File: src/rtl/better_neighbor_writer.sv
// better_neighbor_writer
// Scans the neighbor ID / Q-value tables in shared node memory. It writes the ID of
// every neighbor whose Q-value strictly exceeds the latched threshold into the
// better-neighbor list, then writes the entry count and pulses done.
// Optional feature macro: BETTER_NEIGHBOR_SELF_FILTER_EN (when defined, the node's
// own ID is never listed).
module better_neighbor_writer #(
   parameter logic [15:0] ID_BASE     = 16'h0600,
   parameter logic [15:0] Q_BASE      = 16'h0620,
   parameter logic [15:0] LIST_BASE   = 16'h0668,
   parameter logic [15:0] COUNT_ADDR  = 16'h068C,
   parameter int          MAX_ENTRIES = 16
) (
   input  logic        clock,
   input  logic        nreset,
   input  logic        start_betterNeighbor,
   input  logic [15:0] neighbor_count,
   input  logic [15:0] _mybest,
   input  logic [15:0] MY_NODE_ID,
   input  logic [15:0] data_in,
   output logic [15:0] address,
   output logic [15:0] data_out,
   output logic        wr_en,
   output logic        done_betterNeighbor,
   output logic [7:0]  cstate
);

   typedef enum logic [3:0] {
      S_IDLE   = 4'd0,
      S_RD_ID  = 4'd1,
      S_CAP_ID = 4'd2,
      S_RD_Q   = 4'd3,
      S_CAP_Q  = 4'd4,
      S_EVAL   = 4'd5,
      S_WR_ENT = 4'd6,
      S_WR_CNT = 4'd7,
      S_DONE   = 4'd8
   } state_t;

   // The scan length is clamped to the table size; the list capacity is separate.
   localparam logic [4:0] NBR_MAX = 5'd16;
   localparam logic [4:0] MAX_K   = 5'(MAX_ENTRIES);

   state_t      state_q;
   logic [4:0]  i_q, k_q, n_q;
   logic [15:0] thr_q, id_q, qv_q;
   logic [15:0] addr_q, dout_q;
   logic        wr_q, done_q;

   logic [4:0]  n_clamp_d, i_inc_d, k_inc_d;
   logic        last_d, qualify_d;

`ifdef BETTER_NEIGHBOR_SELF_FILTER_EN
   logic [15:0] me_q;
`else
   // Own node ID plays no part in qualification in this build.
   logic        unused_node_id_d;
   assign unused_node_id_d = ^MY_NODE_ID;
`endif

   function automatic logic [15:0] word_addr(input logic [15:0] base, input logic [4:0] idx);
      return base + {10'd0, idx, 1'b0};
   endfunction

   // Scan bookkeeping: clamped count, index increments, end-of-scan and qualification.
   always_comb begin
      n_clamp_d = (neighbor_count > 16'd16) ? NBR_MAX : neighbor_count[4:0];
      i_inc_d   = i_q + 5'd1;
      k_inc_d   = k_q + 5'd1;
      last_d    = (i_inc_d == n_q);
      qualify_d = (qv_q > thr_q) && (k_q < MAX_K);
`ifdef BETTER_NEIGHBOR_SELF_FILTER_EN
      qualify_d = qualify_d && (id_q != me_q);
`endif
   end

   // Scan FSM; every memory-side output is registered on entry to the state that owns it.
   always_ff @(posedge clock or posedge nreset) begin
      if (nreset) begin
         state_q <= S_IDLE;
         i_q     <= '0;
         k_q     <= '0;
         n_q     <= '0;
         thr_q   <= '0;
         id_q    <= '0;
         qv_q    <= '0;
         addr_q  <= '0;
         dout_q  <= '0;
         wr_q    <= 1'b0;
         done_q  <= 1'b0;
`ifdef BETTER_NEIGHBOR_SELF_FILTER_EN
         me_q    <= '0;
`endif
      end else begin
         case (state_q)
            S_IDLE: begin
               wr_q   <= 1'b0;
               done_q <= 1'b0;
               if (start_betterNeighbor) begin
                  n_q   <= n_clamp_d;
                  thr_q <= _mybest;
                  i_q   <= '0;
                  k_q   <= '0;
`ifdef BETTER_NEIGHBOR_SELF_FILTER_EN
                  me_q  <= MY_NODE_ID;
`endif
                  if (n_clamp_d == 5'd0) begin
                     state_q <= S_WR_CNT;
                     addr_q  <= COUNT_ADDR;
                     dout_q  <= '0;
                     wr_q    <= 1'b1;
                  end else begin
                     state_q <= S_RD_ID;
                     addr_q  <= ID_BASE;
                  end
               end
            end
            // Read data for the address issued in RD_* is valid during CAP_*.
            S_RD_ID: state_q <= S_CAP_ID;
            S_CAP_ID: begin
               id_q    <= data_in;
               addr_q  <= word_addr(Q_BASE, i_q);
               state_q <= S_RD_Q;
            end
            S_RD_Q: state_q <= S_CAP_Q;
            S_CAP_Q: begin
               qv_q    <= data_in;
               state_q <= S_EVAL;
            end
            S_EVAL: begin
               if (qualify_d) begin
                  state_q <= S_WR_ENT;
                  addr_q  <= word_addr(LIST_BASE, k_q);
                  dout_q  <= id_q;
                  wr_q    <= 1'b1;
               end else begin
                  i_q <= i_inc_d;
                  if (last_d) begin
                     state_q <= S_WR_CNT;
                     addr_q  <= COUNT_ADDR;
                     dout_q  <= {11'd0, k_q};
                     wr_q    <= 1'b1;
                  end else begin
                     state_q <= S_RD_ID;
                     addr_q  <= word_addr(ID_BASE, i_inc_d);
                  end
               end
            end
            S_WR_ENT: begin
               k_q <= k_inc_d;
               i_q <= i_inc_d;
               if (last_d) begin
                  state_q <= S_WR_CNT;
                  addr_q  <= COUNT_ADDR;
                  dout_q  <= {11'd0, k_inc_d};
                  wr_q    <= 1'b1;
               end else begin
                  state_q <= S_RD_ID;
                  addr_q  <= word_addr(ID_BASE, i_inc_d);
                  wr_q    <= 1'b0;
               end
            end
            S_WR_CNT: begin
               wr_q    <= 1'b0;
               done_q  <= 1'b1;
               state_q <= S_DONE;
            end
            S_DONE: begin
               done_q  <= 1'b0;
               state_q <= S_IDLE;
            end
            default: begin
               wr_q    <= 1'b0;
               done_q  <= 1'b0;
               state_q <= S_IDLE;
            end
         endcase
      end
   end

   assign address             = addr_q;
   assign data_out            = dout_q;
   assign wr_en               = wr_q;
   assign done_betterNeighbor = done_q;
   assign cstate              = {4'd0, state_q};

endmodule

File: config.mk
export PLATFORM = sky130hd
export DESIGN_NAME = better_neighbor_writer
export DESIGN_NICKNAME = d
export VERILOG_FILES = /design/src/rtl/better_neighbor_writer.sv
export SDC_FILE = /design/constraint.sdc
export NUM_CORES = 1
export LEC_CHECK = 0
export CAP_MARGIN = 10
export CELL_PAD_IN_SITES_DETAIL_PLACEMENT = 1
export CELL_PAD_IN_SITES_GLOBAL_PLACEMENT = 2
export CORE_AREA = 2 2 169 88
export CTS_CLUSTER_DIAMETER = 100
export DETAILED_ROUTE_END_ITERATION = 10
export DIE_AREA = 0 0 171 90
export PLACE_DENSITY_LB_ADDON = 0.1
export SLEW_MARGIN = 0
export SYNTH_ARGS = -nofsm -noshare
export SYNTH_HDL_FRONTEND = slang
export SYNTH_SLANG_ARGS = --single-unit
File: constraint.sdc
create_clock -name clock -period 5.4 [get_ports clock]
set_input_delay 1.08 -clock clock [delete_from_list [all_inputs] [get_ports clock]]
set_output_delay 1.08 -clock clock [all_outputs]
set_load 0.05 [all_outputs]
==> results of run 1 <==
[how the worst max path moves through the flow]
stage                                  start          end  slack, ns  cells after the start
after floorplan                       nreset   address[1]       1.90                      1
after global routing                qv_q[15]   state_q[1]       1.55                      8
final                               qv_q[15]   state_q[1]       1.76                      8
after detailed placement  neighbor_count[13]  data_out[4]       1.74                      8
after CTS                           qv_q[15]   state_q[1]       1.77                      8
after global placement     neighbor_count[9]  data_out[4]       1.76                      8
[registers in the layout (all words and copies together) (netlist names)]
name and cells:
state_q 4, id_q 16, done_betterNeighbor 1, n_q 5
i_q 5, thr_q 16, wr_en 1, data_out 16
k_q 5, address 8, qv_q 16
[power breakdown]
| part | switching [W] | internal (W) |
|---|---|---|
| Sequential | 0.00000702 | 0.000708 |
| Combinational | 0.0000502 | 0.0000468 |
| Clock | 0.000282 | 0.000342 |
| Total | 0.000339 | 0.00110 |
[cell usage in the layout (no fill, tap or decap), types with 6 or more instances in the layout]
master            n
o21ai_0          21
inv_1            22
nor2_1           21
nand3_1           8
clkdlybuf4s50_1  81
dfrtp_1          93
conb_1           11
nand2_1          35
mux2_2           33
nor3_1            6
nand2b_1          7
ha_1             20
mux2_1           16
a22o_1           16
a21oi_1          16
clkbuf_16         9
[area by class of cell]
| cell class | count | area [sq um] |
|---|---|---|
| fill | 1568 | 8140 |
| inverter | 25 | 95.1 |
| tap | 198 | 248 |
| sequential | 93 | 2330 |
| multi-input combinational | 287 | 2100 |
| timing repair buffer | 85 | 841 |
| clock inverter | 5 | 41.3 |
| clock buffer | 11 | 253 |
[Yosys cell counts, types with 2 or more instances]
| cell type | n |
|---|---|
| a221o_1 | 4 |
| nand3_1 | 8 |
| and3_1 | 4 |
| inv_1 | 23 |
| o22a_1 | 2 |
| o21ai_1 | 5 |
| buf_2 | 6 |
| a211o_1 | 2 |
| o211ai_1 | 2 |
| a21o_1 | 2 |
| or2_2 | 4 |
| nand4_1 | 3 |
| mux2_2 | 33 |
| buf_6 | 2 |
| or3_1 | 2 |
| dfrtp_1 | 93 |
| and2_1 | 3 |
| buf_4 | 12 |
| xor2_1 | 4 |
| inv_2 | 2 |
| ha_1 | 20 |
| nor2_1 | 22 |
| o21a_1 | 2 |
| nor4_1 | 5 |
| nand2_1 | 35 |
| a21oi_1 | 16 |
| a22o_1 | 16 |
| clkbuf_1 | 9 |
| o21ai_0 | 21 |
| nor3_1 | 6 |
| a41oi_1 | 3 |
| a222oi_1 | 4 |
| nand2b_1 | 7 |
| nor2b_1 | 5 |
| xnor2_1 | 3 |
| mux2_1 | 16 |
[logic make-up (layout without fill, tap and decap cells)]
logic type	Yosys count	in the layout	synth area share, %
AOI/OAI and AO/OA	91	91	14.1
DFF	93	93	49.9
buffers and inverters	55	126	5.88
muxes	50	50	12.1
other	1	11	0.0805
xor gates and xnor gates	7	7	1.32
adders and majority gates	20	20	5.37
and+or+nand+nor	108	108	11.3
[per-layer routing]
layer  GRT usage, %  share of wire (%)  vias up
li1               -                  -     1651
met2           21.2                 37       89
met3           3.87                4.9        9
met5              0                  0        -
met4           3.39               0.62        0
met1           29.9                 57     1712
[metrics by stage]
step	hold slack, ns	cells	util, %	power (W)
final	0.478	704	42.0	0.00144
after global routing	0.510	704	42.0	0.00150
after global placement	0.465	688	39.9	0.000825
after floorplan	0.450	435	-	0.000780
after detailed placement	0.477	688	39.9	0.000828
after CTS	0.486	704	42.0	0.00146
==> impl_metrics.env, run 1 <==
export IMPL_row_count=31
export IMPL_cts_resized=0
export IMPL_crit_fanout=22
export IMPL_r2r_start="qv_q[15]"
export IMPL_fp_dieArea_sq_mm=0.0154
export IMPL_slew_violations=0
export IMPL_crit_family="simple AND/OR/NAND/NOR gates"
export IMPL_ys_async_sr_fraction_pct=100
export IMPL_yosys_warnings=0
export IMPL_io_pins=109
export IMPL_setup_tns_ns=0
export IMPL_cp_slowest_cell="and2_1"
export IMPL_synth_edff_count=0
export IMPL_dpl_worst_slack_ns=1.74
export IMPL_dr_pass1_iters=5
export IMPL_critPathCaptureType="flop"
export IMPL_whs_path_depth=1
export IMPL_drc=0
export IMPL_outcome="finished clean"
export IMPL_grt_max_degree=61
export IMPL_routed_wl_mm=12.5
export IMPL_cap_violations=0
export IMPL_fin_nets=588
export IMPL_fmax_ghz=0.275
export IMPL_track_usage_pct=17.4
export IMPL_cts_reportedPaths_clkPinSlew_ns=0.07
export IMPL_worstHoldPathType="flop to flop"
export IMPL_hold_viol=0
export IMPL_die_w_um=171
export IMPL_finalCritPeriodShare_pct=67.4
export IMPL_wire_per_inst_um=17.8
export IMPL_grt_pass1_vias=3491
export IMPL_grt_pass1_wl_mm=20.4
export IMPL_drive_gt1_share_pct=12.8
export IMPL_synthDistinctLibCells=55
export IMPL_dr_total_vias=3461
export IMPL_cts_root_buffer="clkbuf_16"
export IMPL_holdPathEnd="data_out[15]"
export IMPL_routabilityCongestion=0.813
export IMPL_min_from="id_q[15]"
export IMPL_reg2reg_depth=8
export IMPL_cts_tree="built"
export IMPL_cts_path_max_buffers=2
export IMPL_clock_latency_ns=0.34
export IMPL_diodes=0
export IMPL_required_ns=5.68
export IMPL_ys_ff_latch=93
export IMPL_worst_pin_slew_ns=0.980
export IMPL_irDropWorstVdd_uv=138
export IMPL_vias_per_cell=4.92
export IMPL_cts_buffers=9
export IMPL_path_class="flop to flop"
export IMPL_die_h_um=90
export IMPL_area_growth_pct=26.7
export IMPL_numClockSinks=93
export IMPL_crit_chain="ha_1 > nand4_1 > nor4_1 > a21boi_1 > o41a_1 > and2_1 > o22a_1 > o221a_1"
export IMPL_ys_flop_type="dfrtp_1"
export IMPL_timing_reg2reg_setup_slack_ns=1.76
export IMPL_avgSynthCellArea_sq_um=11.0
export IMPL_setup_viol=0
export IMPL_arrival_ns=3.92
export IMPL_p_per_area_mw_per_mm2=243
export IMPL_final_area_sq_mm=0.00590
export IMPL_critPathBufInv=0
export IMPL_rsz0062_at_grt="no"
export IMPL_postCtsSetupRepairBufs=0
export IMPL_cts_hold_buf=0
export IMPL_critPathMaxStageDelay_ns=0.86
export IMPL_htreeDepth=3
export IMPL_core_area_sq_mm=0.0140
export IMPL_overflow=0
export IMPL_clock_skew_final_ns=0.0121
export IMPL_synthCells=425
export IMPL_ant_nets=0
export IMPL_synth_top_area_share_pct=49.9
export IMPL_critPathLaunchType="flop"
export IMPL_r2r_end="state_q[1]"
export IMPL_port_buffer_count=81
export IMPL_yosys_area_top_type="dfrtp_1"
export IMPL_antenna_found_initial=0
export IMPL_initial_core_util_pct=33.2
export IMPL_synth_area_leaders="dfrtp_1 (50%), mux2_2 (8.0%), ha_1 (5.4%)"
export IMPL_drt_iter0_drc=171
export IMPL_post_route_min_period_ns=3.64
export IMPL_worst_slack_ns=1.76
export IMPL_slew_headroom_pct=34.7
export IMPL_placed_cell_area_sq_mm=0.00561
export IMPL_post_dp_hpwl_mm=9.39
export IMPL_p_leak_nw=2.49
export IMPL_synth_seq_area_share_pct=49.9
export IMPL_synth_area_sq_mm=0.00466
No activity file was read; power rests on OpenSTA's default activity.
==> inputs of run 2 (changes only) <==
Settings changed: CORE_AREA 2 2 169 88 to 2 2 183 95, DIE_AREA 0 0 171 90 to 0 0 185 97.
Clock period 5.4 ns to 3 ns, I/O delays scaled along.
==> run 2 against run 1 <==
Against the previous run: non-clock buffer count increased by 13; core utilization fell by 4.3 points; final cell count is 6.0% higher; clock skew increased by 0.0016 ns; clock-buffer cell count fell by 2; worst hold slack better by 0.0052 ns; sequential power rose by 80%; power increased by 88%; critical path type unchanged; largest cell class unchanged; largest power group unchanged.
==> impl_metrics.env, run 2 (synthesis results as in run 1) <==
export IMPL_outcome="finished clean"
export IMPL_htreeDepth=3
export IMPL_drive_gt1_share_pct=15.6
export IMPL_slew_headroom_pct=56.6
export IMPL_post_dp_hpwl_mm=8.95
export IMPL_initial_core_util_pct=28.8
export IMPL_grt_pass1_wl_mm=19.8
export IMPL_setup_tns_ns=0
export IMPL_hold_viol=0
export IMPL_seqCellArea_sq_mm=0.00233
export IMPL_multi_input_area_sq_mm=0.00211
export IMPL_fillers=1802
export IMPL_diodes=0
export IMPL_die_w_um=185
export IMPL_p_leak_nw=2.58
export IMPL_final_cells=746
export IMPL_numClockSinks=93
export IMPL_row_count=33
export IMPL_dr_pass1_iters=4
export IMPL_routabilityCongestion=0.732
export IMPL_wire_per_inst_um=16.2
export IMPL_fp_dieArea_sq_mm=0.0179
export IMPL_drc=0
export IMPL_post_route_min_period_ns=2.74
export IMPL_core_area_sq_mm=0.0162
export IMPL_arrival_ns=2.99
export IMPL_final_common_cell="dfrtp_1"
export IMPL_track_usage_pct=14.4
export IMPL_io_pins=109
export IMPL_cts_path_max_buffers=2
export IMPL_fmax_ghz=0.365
export IMPL_irDropWorstVdd_uv=262
export IMPL_slew_violations=0
export IMPL_routed_wl_mm=12.1
export IMPL_overflow=0
export IMPL_dr_total_vias=3476
export IMPL_cts_root_buffer="clkbuf_16"
export IMPL_critPathLaunchType="flop"
export IMPL_crit_fanout=11
export IMPL_cts_buffers=9
export IMPL_worstHoldPathType="flop to flop"
export IMPL_fin_util_pct=37.7
export IMPL_clock_latency_ns=0.35
export IMPL_rsz0062_at_grt="no"
export IMPL_die_h_um=97
export IMPL_clock_skew_final_ns=0.0137
export IMPL_drt_iter0_drc=88
export IMPL_ant_nets=0
export IMPL_cts_reportedPaths_clkPinSlew_ns=0.08
export IMPL_path_class="flop to flop"
export IMPL_area_growth_pct=31.0
export IMPL_antenna_found_initial=0
export IMPL_setup_viol=0
export IMPL_required_ns=3.25
export IMPL_critPathCaptureType="flop"
export IMPL_grt_pass1_vias=3692
export IMPL_finalCritPeriodShare_pct=91.4
export IMPL_fin_nets=601
export IMPL_grt_max_degree=36
export IMPL_worst_pin_slew_ns=0.650
export IMPL_cts_tree="built"
export IMPL_layout_common_cells="dfrtp_1 (93), clkdlybuf4s50_1 (81), nand2_1 (35)"
export IMPL_vias_per_cell=4.66
export IMPL_placed_cells=730
export IMPL_port_buffer_count=81
export IMPL_cap_violations=0
export IMPL_cts_hold_buf=0
export IMPL_p_per_area_mw_per_mm2=441
## run 2: changes by cell type in the layout (fill, tap and decap cells not counted), sizes merged
cell	before	now
clkinvlp	2	1
buf	4	17
bufinv	0	1
inv	26	28
clkbuf	11	9
## run 2: power breakdown
| part | internal (W) | switching [W] |
|---|---|---|
| Clock | 0.000668 | 0.000559 |
| Sequential | 0.00127 | 0.0000116 |
| Combinational | 0.0000893 | 0.0000916 |
## run 2: metrics by stage
step	power, W	area [sq um]	hold WS (ns)	setup WS (ns)
floorplan	0.00140	4700	0.450	0.479
global placement	0.00149	5780	0.468	0.183
detailed placement	0.00150	5780	0.472	0.139
CTS	0.00274	6100	0.487	0.159
global route	0.00282	6110	0.504	0.0468
finish	0.00269	6110	0.483	0.259
## run 2: final cells by class
type / count / area share, %
clock buffers: 9 / 3.69
clock inverters: 7 / 1.43
inverters: 25 / 1.60
multi-input cells: 287 / 34.5
flip-flops and latches: 93 / 38.1
well taps: 227 / 4.65
repair buffers: 98 / 16.0
## run 2: final timing paths
path                       slack [ns]           end       from  depth (start not counted)
max                              0.26   data_out[9]  thr_q[15]                         10
min                              0.48  data_out[12]   id_q[12]                          1
max reg2reg                      0.26   data_out[9]  thr_q[15]                         10
min reg2reg                      0.48  data_out[12]   id_q[12]                          1
max in group asynchronous        1.71        i_q[4]     nreset                          3
min in group asynchronous        0.68       qv_q[8]     nreset                          2
## run 2: critical path, stage by stage (launching register included)
cell      delay, ns
dfrtp_1        0.35
inv_1          0.05
ha_1           0.30
nand4_1        0.17
nor4_2         0.34
a21boi_1       0.21
o41a_1         0.33
nor3_1         0.11
a31o_2         0.36
buf_12         0.18
a22o_1         0.23
## run 2: per-layer routing
metal | up-vias | part of all wire [%] | global-route usage [%]
li1 | 1663 | - | -
met1 | 1739 | 52 | 20.7
met2 | 69 | 43 | 21.5
met3 | 5 | 4.2 | 4.48
met4 | 0 | 0.48 | 2.14
met5 | - | 0 | 0
## run 2: what timing repair did
item / in CTS / in global routing
buffers inserted: 0 / 0
endpoints found under the hold margin: 0 / 0
setup endpoints to repair: 0 / 15
resized for setup: 0 / 3
==> inputs of run 3 (changes only) <==
Settings changed: REMOVE_ABC_BUFFERS set to 1.
==> run 3 against run 2 <==
Against the previous run: non-clock buffer count grew 1; sequential share of layout area is the same; maximum frequency shrank 2.5%; flip-flop and latch count is the same; die area is the same; largest cell class unchanged; register-to-register slack lost 0.07 ns.
==> impl_metrics.env, run 3 (synthesis results as in run 1) <==
export IMPL_grt_max_degree=42
export IMPL_post_dp_hpwl_mm=8.98
export IMPL_internal_power_w=0.00196
export IMPL_fin_util_pct=37.7
export IMPL_core_area_sq_mm=0.0162
export IMPL_clock_skew_final_ns=0.0140
export IMPL_irDropWorstVdd_uv=234
export IMPL_switching_share_pct=25.4
export IMPL_area_growth_pct=31.0
export IMPL_crit_fanout=11
export IMPL_cts_root_buffer="clkbuf_16"
export IMPL_io_pins=109
export IMPL_globalRouteMet2Util_pct=21.7
export IMPL_final_common_cell="dfrtp_1"
export IMPL_grt_pass1_wl_mm=20.1
export IMPL_cts_path_max_buffers=2
export IMPL_use_met1_pct=21.2
export IMPL_critPathCaptureType="flop"
export IMPL_cts_reportedPaths_clkPinSlew_ns=0.08
export IMPL_ant_nets=0
export IMPL_p_clk_share_pct=44.1
export IMPL_outcome="finished clean"
export IMPL_arrival_ns=3.08
export IMPL_placed_cells=730
export IMPL_row_count=33
export IMPL_port_buffer_count=81
export IMPL_p_comb_share_pct=6.8
export IMPL_busiest_layer="met2"
export IMPL_track_usage_pct=14.4
export IMPL_clock_latency_ns=0.35
export IMPL_hold_viol=0
export IMPL_diodes=0
export IMPL_finalCritPeriodShare_pct=93.7
export IMPL_grt_pass1_vias=3649
export IMPL_path_class="flop to flop"
export IMPL_routabilityCongestion=0.732
export IMPL_die_w_um=185
export IMPL_layout_common_cells="dfrtp_1 (93), clkdlybuf4s50_1 (81), nand2_1 (35)"
export IMPL_overflow=0
export IMPL_critPathLaunchType="flop"
export IMPL_final_area_sq_mm=0.00611
export IMPL_final_cells=747
export IMPL_grtUsageMet3_pct=3.01
export IMPL_required_ns=3.27
export IMPL_drt_iter0_drc=102
export IMPL_p_sw_w=0.000665
export IMPL_numClockSinks=93
export IMPL_cap_violations=0
export IMPL_cts_tree="built"
export IMPL_fp_dieArea_sq_mm=0.0179
export IMPL_dr_pass1_iters=5
export IMPL_placed_cell_area_sq_mm=0.00579
export IMPL_wire_per_inst_um=16.3
export IMPL_setup_tns_ns=0
export IMPL_fmax_ghz=0.356
export IMPL_routed_wl_mm=12.1
export IMPL_fin_nets=602
export IMPL_worstHoldPathType="flop to flop"
export IMPL_initial_core_util_pct=28.8
export IMPL_antenna_found_initial=0
export IMPL_drc=0
export IMPL_dr_total_vias=3494
export IMPL_slew_headroom_pct=44.5
export IMPL_cts_hold_buf=0
export IMPL_p_per_area_mw_per_mm2=429
export IMPL_setup_viol=0
export IMPL_rsz0062_at_grt="yes"
export IMPL_drive_gt1_share_pct=15.6
export IMPL_htreeDepth=3
export IMPL_p_leak_nw=2.59
export IMPL_seqPwrFrac_pct=49.1
export IMPL_cts_buffers=9
export IMPL_vias_per_cell=4.68
export IMPL_slew_violations=0
export IMPL_worst_pin_slew_ns=0.828
export IMPL_die_h_um=97
export IMPL_holdWs_ns=0.492
export IMPL_post_route_min_period_ns=2.81
[run 3: layout make-up]
class,count,area (sq um)
repair buffers,99,996
well taps,227,284
clock inverters,7,72.6
fillers,1828,10100
inverters,25,96.3
multi-input cells,287,2100
flip-flops and latches,93,2330
clock buffers,9,225
[run 3: worst paths after layout]
kind | startpoint | endpoint | slack [ns] | cells after the start
setup / recovery | thr_q[7] | address[2] | 0.19 | 9
hold / removal | id_q[15] | id_q[15] | 0.49 | 1
setup reg to reg | thr_q[7] | address[2] | 0.19 | 9
hold reg to reg | id_q[15] | id_q[15] | 0.49 | 1
max in group asynchronous | nreset | n_q[0] | 1.73 | 3
min in group asynchronous | nreset | thr_q[6] | 0.65 | 2
[run 3: power groups by stage]
| stage | clock network, W | registers (W) | logic (W) |
|---|---|---|---|
| 6_report | 0.00116 | 0.00129 | 0.000178 |
| 5_1_grt | 0.00125 | 0.00129 | 0.000197 |
| 4_1_cts | 0.00120 | 0.00129 | 0.000183 |
| 3_3_place_gp | 0 | 0.00131 | 0.000181 |
| 3_5_place_dp | 0 | 0.00131 | 0.000182 |
| 2_1_floorplan | 0 | 0.00131 | 0.0000855 |
[run 3: timing repair]
item                       CTS  global route
gates resized for setup      0             2
buffers inserted             0             1
setup endpoints to repair    0            21
[run 3: per-layer routing]
metal  up-vias  routed length, um
li1       1677                  -
met1      1754               6250
met2        58               5410
met3         5                418
met4         0                 55
met5         -                  0
[run 3: critical path: stages (launching register included)]
cell and delay [ns]:
dfrtp_1 0.35, inv_1 0.05, ha_1 0.30, a21oi_1 0.16, o21a_1 0.14, nor3_1 0.05
o41a_1 0.54, o21ai_1 0.70, o21ai_0 0.20, a41oi_1 0.25
[run 3: stage by stage]
| stage | worst slack [ns] | power (W) |
|---|---|---|
| 2_1_floorplan | -0.0203 | 0.00139 |
| 3_3_place_gp | 0.0867 | 0.00149 |
| 3_5_place_dp | 0.0809 | 0.00149 |
| 4_1_cts | 0.0542 | 0.00267 |
| 5_1_grt | -0.0101 | 0.00273 |
| 6_report | 0.190 | 0.00262 |
